`config.mk`:
```
export PLATFORM = sky130hd
export DESIGN_NAME = lbist_misr_engine_flat
export DESIGN_NICKNAME = d
export VERILOG_FILES = /design/src/rtl/lbist_misr_engine_if.sv /design/src/rtl/lbist_misr_engine.sv /design/src/flat_wrapper.sv
export SDC_FILE = /design/constraint.sdc
export NUM_CORES = 1
export LEC_CHECK = 0
export ABC_AREA = 1
export CORE_AREA = 2 2 108 110
export CTS_CLUSTER_DIAMETER = 60
export DETAILED_ROUTE_END_ITERATION = 12
export DIE_AREA = 0 0 110 112
export PLACE_DENSITY = 0.77
export SLEW_MARGIN = 20
export SYNTH_ARGS = -nofsm -noshare
export SYNTH_HDL_FRONTEND = slang
export SYNTH_SLANG_ARGS = --single-unit
```
`constraint.sdc`:
```
create_clock -name clk -period 2.99 [get_ports clk]
set_clock_uncertainty 0.2 [all_clocks]
set_input_delay 0.897 -clock clk [delete_from_list [all_inputs] [get_ports clk]]
set_output_delay 0.897 -clock clk [all_outputs]
set_load 0.02 [all_outputs]
```
`src/rtl/lbist_misr_engine_if.sv`:
```
// Pattern/response handshake between the LBIST engine (master side) and the
// core under test (slave side).
interface lbist_misr_engine_if #(
  parameter int PAT_W = 32,
  parameter int RSP_W = 32,
  parameter int NCH   = 2
);

  logic                 dut_restart;  // one-cycle pulse: core restarts from its reset PC
  logic                 pat_valid;    // one-cycle strobe: pattern is valid
  logic [PAT_W-1:0]     pattern;      // held from pat_valid until the response is accepted
  logic                 rsp_valid;    // core response ready (end of instruction)
  logic [NCH*RSP_W-1:0] rsp_data;     // channel k at bits [k*RSP_W +: RSP_W]

  modport master (
    output dut_restart, pat_valid, pattern,
    input  rsp_valid, rsp_data
  );

  modport slave (
    input  dut_restart, pat_valid, pattern,
    output rsp_valid, rsp_data
  );

endinterface

```
`src/rtl/lbist_misr_engine.sv`:
```
// LBIST engine: controller FSM, Galois-LFSR pattern generator and NCH-channel
// MISR response compactor. Each run restarts the core, applies NUM_PAT
// patterns, folds every response into the MISR and compares the final
// signature with golden_sig.
// Optional response watchdog: define LBIST_TIMEOUT_EN to abort a run that
// waits TIMEOUT cycles for a response (timeout flag set, P_F forced to 0).
module lbist_misr_engine #(
  parameter int          PAT_W     = 32,
  parameter int          RSP_W     = 32,
  parameter int          NCH       = 2,
  parameter int          NUM_PAT   = 256,
  parameter logic [31:0] SEED      = 32'h0000_0001,
  parameter logic [31:0] LFSR_POLY = 32'h8020_0003,
  parameter logic [31:0] MISR_POLY = 32'h04C1_1DB7,
  parameter int          TIMEOUT   = 1024
) (
  input  logic                       clk,
  input  logic                       Rst,
  input  logic                       test_start,
  lbist_misr_engine_if.master        bus,
  input  logic [RSP_W-1:0]           golden_sig,
  output logic                       busy,
  output logic                       test_done,
  output logic                       P_F,
  output logic [RSP_W-1:0]           signature,
  output logic                       timeout
);

  localparam int CNT_W = $clog2(NUM_PAT + 1);

  // Parameters wider than the datapath keep only their low bits.
  localparam logic [PAT_W-1:0] LFSR_TAPS = PAT_W'(LFSR_POLY);
  localparam logic [RSP_W-1:0] MISR_TAPS = RSP_W'(MISR_POLY);
  localparam logic [PAT_W-1:0] SEED_RAW  = PAT_W'(SEED);
  // An all-zero seed would lock the LFSR, so it is replaced by 1.
  localparam logic [PAT_W-1:0] SEED_V    = (SEED_RAW == '0) ? PAT_W'(1) : SEED_RAW;

  localparam logic [2:0] S_IDLE    = 3'd0;
  localparam logic [2:0] S_RESTART = 3'd1;
  localparam logic [2:0] S_APPLY   = 3'd2;
  localparam logic [2:0] S_WAIT    = 3'd3;
  localparam logic [2:0] S_COMPARE = 3'd4;
  localparam logic [2:0] S_DONE    = 3'd5;

  // Reject parameter sets the datapath cannot represent.
  if (PAT_W < 2 || RSP_W < 2 || NCH < 1 || NUM_PAT < 1 || TIMEOUT < 1) begin : g_bad_param
    $error("lbist_misr_engine: illegal parameter set");
  end

  logic [2:0]       state_q, state_d;
  logic [PAT_W-1:0] lfsr_q, lfsr_d;
  logic [RSP_W-1:0] misr_q, misr_d;
  logic [CNT_W-1:0] cnt_q, cnt_d;
  logic             pf_q, pf_d;
  logic [RSP_W-1:0] fold;
  logic             last_pat;

`ifdef LBIST_TIMEOUT_EN
  localparam int WD_W = $clog2(TIMEOUT + 1);
  logic [WD_W-1:0]  wdog_q, wdog_d;
  logic             tmo_q, tmo_d;
`endif

  assign last_pat = (cnt_q == CNT_W'(NUM_PAT - 1));

  // XOR-fold all response channels into one MISR input word.
  always_comb begin
    fold = '0;
    for (int k = 0; k < NCH; k++) begin
      fold = fold ^ bus.rsp_data[k*RSP_W +: RSP_W];
    end
  end

  // Next-state, LFSR/MISR update and verdict logic.
  always_comb begin
    // NOTE: every *_d gets its hold value first so no path through the case infers a latch.
    state_d = state_q;
    lfsr_d  = lfsr_q;
    misr_d  = misr_q;
    cnt_d   = cnt_q;
    pf_d    = pf_q;
`ifdef LBIST_TIMEOUT_EN
    wdog_d  = wdog_q;
    tmo_d   = tmo_q;
`endif
    case (state_q)
      S_IDLE: begin
        if (test_start) state_d = S_RESTART;
      end
      S_RESTART: begin
        lfsr_d  = SEED_V;
        misr_d  = '0;
        cnt_d   = '0;
        pf_d    = 1'b0;
`ifdef LBIST_TIMEOUT_EN
        wdog_d  = '0;
        tmo_d   = 1'b0;
`endif
        state_d = S_APPLY;
      end
      S_APPLY: begin
        state_d = S_WAIT;
      end
      S_WAIT: begin
        if (bus.rsp_valid) begin
          misr_d  = {misr_q[RSP_W-2:0], 1'b0} ^ (misr_q[RSP_W-1] ? MISR_TAPS : '0) ^ fold;
          lfsr_d  = {lfsr_q[PAT_W-2:0], 1'b0} ^ (lfsr_q[PAT_W-1] ? LFSR_TAPS : '0);
          cnt_d   = cnt_q + CNT_W'(1);
          state_d = last_pat ? S_COMPARE : S_APPLY;
`ifdef LBIST_TIMEOUT_EN
          wdog_d  = '0;
        end else if (wdog_q == WD_W'(TIMEOUT - 1)) begin
          pf_d    = 1'b0;
          tmo_d   = 1'b1;
          state_d = S_DONE;
        end else begin
          wdog_d  = wdog_q + WD_W'(1);
`endif
        end
      end
      S_COMPARE: begin
        pf_d    = (misr_q == golden_sig);
        state_d = S_DONE;
      end
      S_DONE: begin
        // Wait for start to drop so a held-high request cannot retrigger.
        if (!test_start) state_d = S_IDLE;
      end
      default: begin
        state_d = S_IDLE;
      end
    endcase
  end

  // State registers; reset aborts any run in progress.
  always_ff @(posedge clk or posedge Rst) begin
    // NOTE: sequential state uses non-blocking assignments so all flops update from pre-edge values.
    if (Rst) begin
      state_q <= S_IDLE;
      lfsr_q  <= SEED_V;
      misr_q  <= '0;
      cnt_q   <= '0;
      pf_q    <= 1'b0;
    end else begin
      state_q <= state_d;
      lfsr_q  <= lfsr_d;
      misr_q  <= misr_d;
      cnt_q   <= cnt_d;
      pf_q    <= pf_d;
    end
  end

`ifdef LBIST_TIMEOUT_EN
  // Watchdog registers.
  always_ff @(posedge clk or posedge Rst) begin
    if (Rst) begin
      wdog_q <= '0;
      tmo_q  <= 1'b0;
    end else begin
      wdog_q <= wdog_d;
      tmo_q  <= tmo_d;
    end
  end

  assign timeout = tmo_q;
`else
  assign timeout = 1'b0;
`endif

  assign bus.dut_restart = (state_q == S_RESTART);
  assign bus.pat_valid   = (state_q == S_APPLY);
  assign bus.pattern     = lfsr_q;
  assign busy            = (state_q != S_IDLE) && (state_q != S_DONE);
  assign test_done       = (state_q == S_DONE);
  assign P_F             = pf_q;
  assign signature       = misr_q;

endmodule
```
`src/flat_wrapper.sv`:
```
// flat-port wrapper written by rule: the top's interface ports become plain ports
module lbist_misr_engine_flat 
#(
  parameter int          PAT_W     = 32,
  parameter int          RSP_W     = 32,
  parameter int          NCH       = 2,
  parameter int          NUM_PAT   = 256,
  parameter logic [31:0] SEED      = 32'h0000_0001,
  parameter logic [31:0] LFSR_POLY = 32'h8020_0003,
  parameter logic [31:0] MISR_POLY = 32'h04C1_1DB7,
  parameter int          TIMEOUT   = 1024
)
  (clk, Rst, test_start, golden_sig, busy, test_done, P_F, signature, timeout, bus_dut_restart, bus_pat_valid, bus_pattern, bus_rsp_valid, bus_rsp_data);
  lbist_misr_engine_if #(.PAT_W(PAT_W), .RSP_W(RSP_W), .NCH(NCH)) bus_i ();
  input  logic clk;
  input  logic Rst;
  input  logic test_start;
  input  logic [RSP_W-1:0] golden_sig;
  output logic busy;
  output logic test_done;
  output logic P_F;
  output logic [RSP_W-1:0] signature;
  output logic timeout;
  output wire logic [$bits(bus_i.dut_restart)-1:0] bus_dut_restart;
  output wire logic [$bits(bus_i.pat_valid)-1:0] bus_pat_valid;
  output wire logic [$bits(bus_i.pattern)-1:0] bus_pattern;
  input wire logic [$bits(bus_i.rsp_valid)-1:0] bus_rsp_valid;
  input wire logic [$bits(bus_i.rsp_data)-1:0] bus_rsp_data;
  assign bus_dut_restart = bus_i.dut_restart;
  assign bus_pat_valid = bus_i.pat_valid;
  assign bus_pattern = bus_i.pattern;
  assign bus_i.rsp_valid = bus_rsp_valid;
  assign bus_i.rsp_data = bus_rsp_data;
  lbist_misr_engine #(.PAT_W(PAT_W), .RSP_W(RSP_W), .NCH(NCH), .NUM_PAT(NUM_PAT), .SEED(SEED), .LFSR_POLY(LFSR_POLY), .MISR_POLY(MISR_POLY), .TIMEOUT(TIMEOUT)) u_core (.clk(clk), .Rst(Rst), .test_start(test_start), .bus(bus_i), .golden_sig(golden_sig), .busy(busy), .test_done(test_done), .P_F(P_F), .signature(signature), .timeout(timeout));
endmodule
```
==> reports/qor.txt <==
post-DP HPWL - 8.947 mm
Num CTS Buffers - 9
Synthesized Nets - 645
via/cell ratio - 4.815
cell taking the most area after synthesis - dfrtp_1
crit path DAT - 1.80 ns
placed instance count - 840
initial cell density of the core - 39.26%
Rel. slew slack - 54.89%
H-tree depth - 3
f_max - 344.9 MHz
Hold Buf Count CTS - 0
die height - 112 um
unrepaired setup endpoints after global routing - no
Hold WC Path Type - flop to flop
synthesized area per cell - 8.079 um^2
Non-Filler Instances - 856
adder-cell share of the synthesized area - 0.5705%
synthesized flop and latch total - 77
Critical Path RT - 1.89 ns
Post-Synthesis Cells - 543
1st-pass router iterations - 6
WS Path Type - flop to output pin
CTS tree - done
pin count of the biggest net entering global routing - 78
Netlist Area Pre-Place - 4387 um^2
Worst-path clk slew - 0.06 ns
worst vdd ir - 0.3975 mV
count of final max-slew check failures - 0
DRC - 0
DR vias - 4,122
Post-DP Area - 6196 um^2
synth-to-layout area growth - 48.63%
Slew @ Worst Pin - 0.6715 ns
vias in the first global route - 3,972
worst-path fanout max - 5
antenna-violating nets left - 0
Routed Wire Length - 11.98 mm
Final Setup Violations - 0
clk_lat worst skew - 0.33 ns
setup TNS - 0 ns
Clock Path Buffers - 2
Final Cell Area - 6520 um^2
Ports - 170
share of post-route cells with drive strength above 1 - 5.470%
XOR/XNOR Fraction of Synth Area - 15.57%
core area - 11,170 um^2
row cnt - 39
mux cell area share after synthesis - 0%
number of setup buffers added after CTS - 0
Nets - 810
largest family of logic cells by synthesized area - simple AND/OR/NAND/NOR gates
Leak - 2.891 nW
die area - 12,320 um^2
wire per inst - 13.99 um
initial antenna violation count - 0
Clock Tree Root - clkbuf_16
Synth area leaders - dfrtp_1 (43%), xnor2_1 (13%), nand2_1 (12%), inv_1 (4.4%), nand3_1 (4.3%)
total grt overflow - 0
Port Buffers - 168
Layout fillers - 996
synth unique cells - 31
GRT Total Usage - 19.91%
simple-gate area share of the yosys netlist - 23.22%
post-CTS sizing - 1
Tcrit/Tclk final - 96.97%
compound-gate portion of the synthesized area - 8.985%
area share of the largest cell type after synthesis - 43.35%
pwr dens - 785.5 nW/um^2
Startpoint Class - flop
ANT cells - 0
sequential share of the synthesized area - 43.95%
Ys Warns - 0
status - completed
GPL Wtd Cong - 0.8507
Clock Sinks - 77
fin crit period - 2.899 ns
CP endpoint kind - output pin
Max-cap violations - 0
final hold viol count - 0
Die X - 110 um
first-pass GRT wire length - 19.26 mm
initial DRC count - 186
synth_stat cells:
cell,number
clkbuf_1,3
buf_4,4
o211ai_1,6
inv_1,52
o31ai_1,6
nor3_1,10
and3_1,1
o22ai_1,8
conb_1,1
dfrtp_1,76
buf_6,2
or2_2,8
buf_1,1
buf_2,12
nand3_2,1
nand2_1,143
o21ai_0,33
xnor2_1,63
nand4_1,9
nor2_1,25
inv_2,3
nand3_1,38
dfstp_2,1
a21oi_1,15
ha_1,2
nand4_2,1
or2_1,1
xor2_1,15
nand2_2,1
o21a_1,1
a31oi_1,1
critical path, stage by stage, from the launching register on:
cell and delay [ns]:
dfrtp_1 0.42, inv_1 0.08, nor3_1 0.31, clkdlybuf4s50_1 0.67
routing by layer:
metal	part of all wire, %	track usage, %	wire length [um]	vias up
met3	6.3	3.806	755	14
met1	43	25.73	5090	1899
met5	0	0	0	-
met4	1.3	5.654	154	0
li1	-	-	-	2073
met2	50	33.66	5976	136
final cells by class:
type / instances / area (um^2) / share of cell area, %
multi-input cells: 389 / 2125 / 32.58
flip-flops and latches: 77 / 1928 / 29.57
repair buffers: 176 / 1753 / 26.89
clock buffers: 10 / 229.0 / 3.512
inverters: 55 / 210.2 / 3.224
well taps: 143 / 178.9 / 2.744
clock inverters: 6 / 96.34 / 1.478
cells by family (layout without fill, tap and decap cells):
logic type | count (synthesis) | after routing
AND/OR/NAND/NOR | 238 | 238
AO/OA/AOI/OAI | 70 | 70
XOR/XNOR | 78 | 78
adder cells (fa/ha/maj) | 2 | 2
other | 1 | 1
buffers and inverters | 77 | 247
flip-flops | 77 | 77
registers in the layout, summed over array words and instances, names as in the netlist:
name / flops
u_core.P_F: 1
u_core.bus.pattern: 32
u_core.cnt_q: 9
u_core.signature: 32
u_core.state_q: 3
worst paths after layout:
| check | from | to | slack [ns] | cells past startpoint |
|---|---|---|---|---|
| worst min register to register | u_core.cnt_q[8]$_DFFE_PP0P_ | u_core.cnt_q[8]$_DFFE_PP0P_ | 0.29 | 2 |
| max in group asynchronous | Rst | u_core.bus.pattern[0]$_DFFE_PP1P_ | 1.40 | 3 |
| worst max-delay path | u_core.state_q[0]$_DFFE_PP0P_ | test_done | 0.09 | 3 |
| min in group asynchronous | Rst | u_core.bus.pattern[14]$_DFFE_PP0P_ | 0.84 | 3 |
| worst max register to register | u_core.state_q[2]$_DFFE_PP0P_ | u_core.signature[11]$_DFFE_PP0P_ | 0.80 | 8 |
| worst min-delay path | u_core.cnt_q[8]$_DFFE_PP0P_ | u_core.cnt_q[8]$_DFFE_PP0P_ | 0.29 | 2 |
placed cells by master (no fill, tap or decap), types with 2 or more instances in the layout:
| cell | netlist | layout |
|---|---|---|
| nor2_1 | 25 | 25 |
| o22ai_1 | 8 | 8 |
| o211ai_1 | 6 | 6 |
| clkinv_4 | 0 | 2 |
| xor2_1 | 15 | 15 |
| dfrtp_1 | 76 | 76 |
| xnor2_1 | 63 | 63 |
| buf_4 | 4 | 7 |
| or2_2 | 8 | 8 |
| a21oi_1 | 15 | 15 |
| ha_1 | 2 | 2 |
| o21ai_0 | 33 | 33 |
| clkinvlp_4 | 0 | 2 |
| nand3_1 | 38 | 38 |
| o31ai_1 | 6 | 6 |
| nand4_1 | 9 | 9 |
| nor3_1 | 10 | 10 |
| clkdlybuf4s50_1 | 0 | 167 |
| inv_1 | 52 | 51 |
| clkbuf_16 | 0 | 9 |
| bufinv_16 | 0 | 2 |
| inv_2 | 3 | 3 |
| nand2_1 | 143 | 143 |
power breakdown:
group / switching, mW / leakage (nW) / total (mW) / internal, mW
Combinational: 1.42 / 1.69 / 2.43 / 1.01
Sequential: 0.244 / 1.04 / 1.51 / 1.26
Clock: 0.442 / 0.155 / 1.18 / 0.740
Total: 2.11 / 2.89 / 5.12 / 3.01
per-stage QoR:
stage	total power, mW	hold WS, ns	util [%]	worst slack, ns
CTS	5.170	0.2890	58.35	0.08550
global placement	3.888	0.2652	55.45	0.4001
detailed placement	3.970	0.2746	55.45	0.3595
floorplan	3.086	0.2517	-	0.6024
global route	5.473	0.3201	58.35	0.01144
finish	5.121	0.2883	58.35	0.09061
Note: power is estimated with default switching activity, not from simulation.
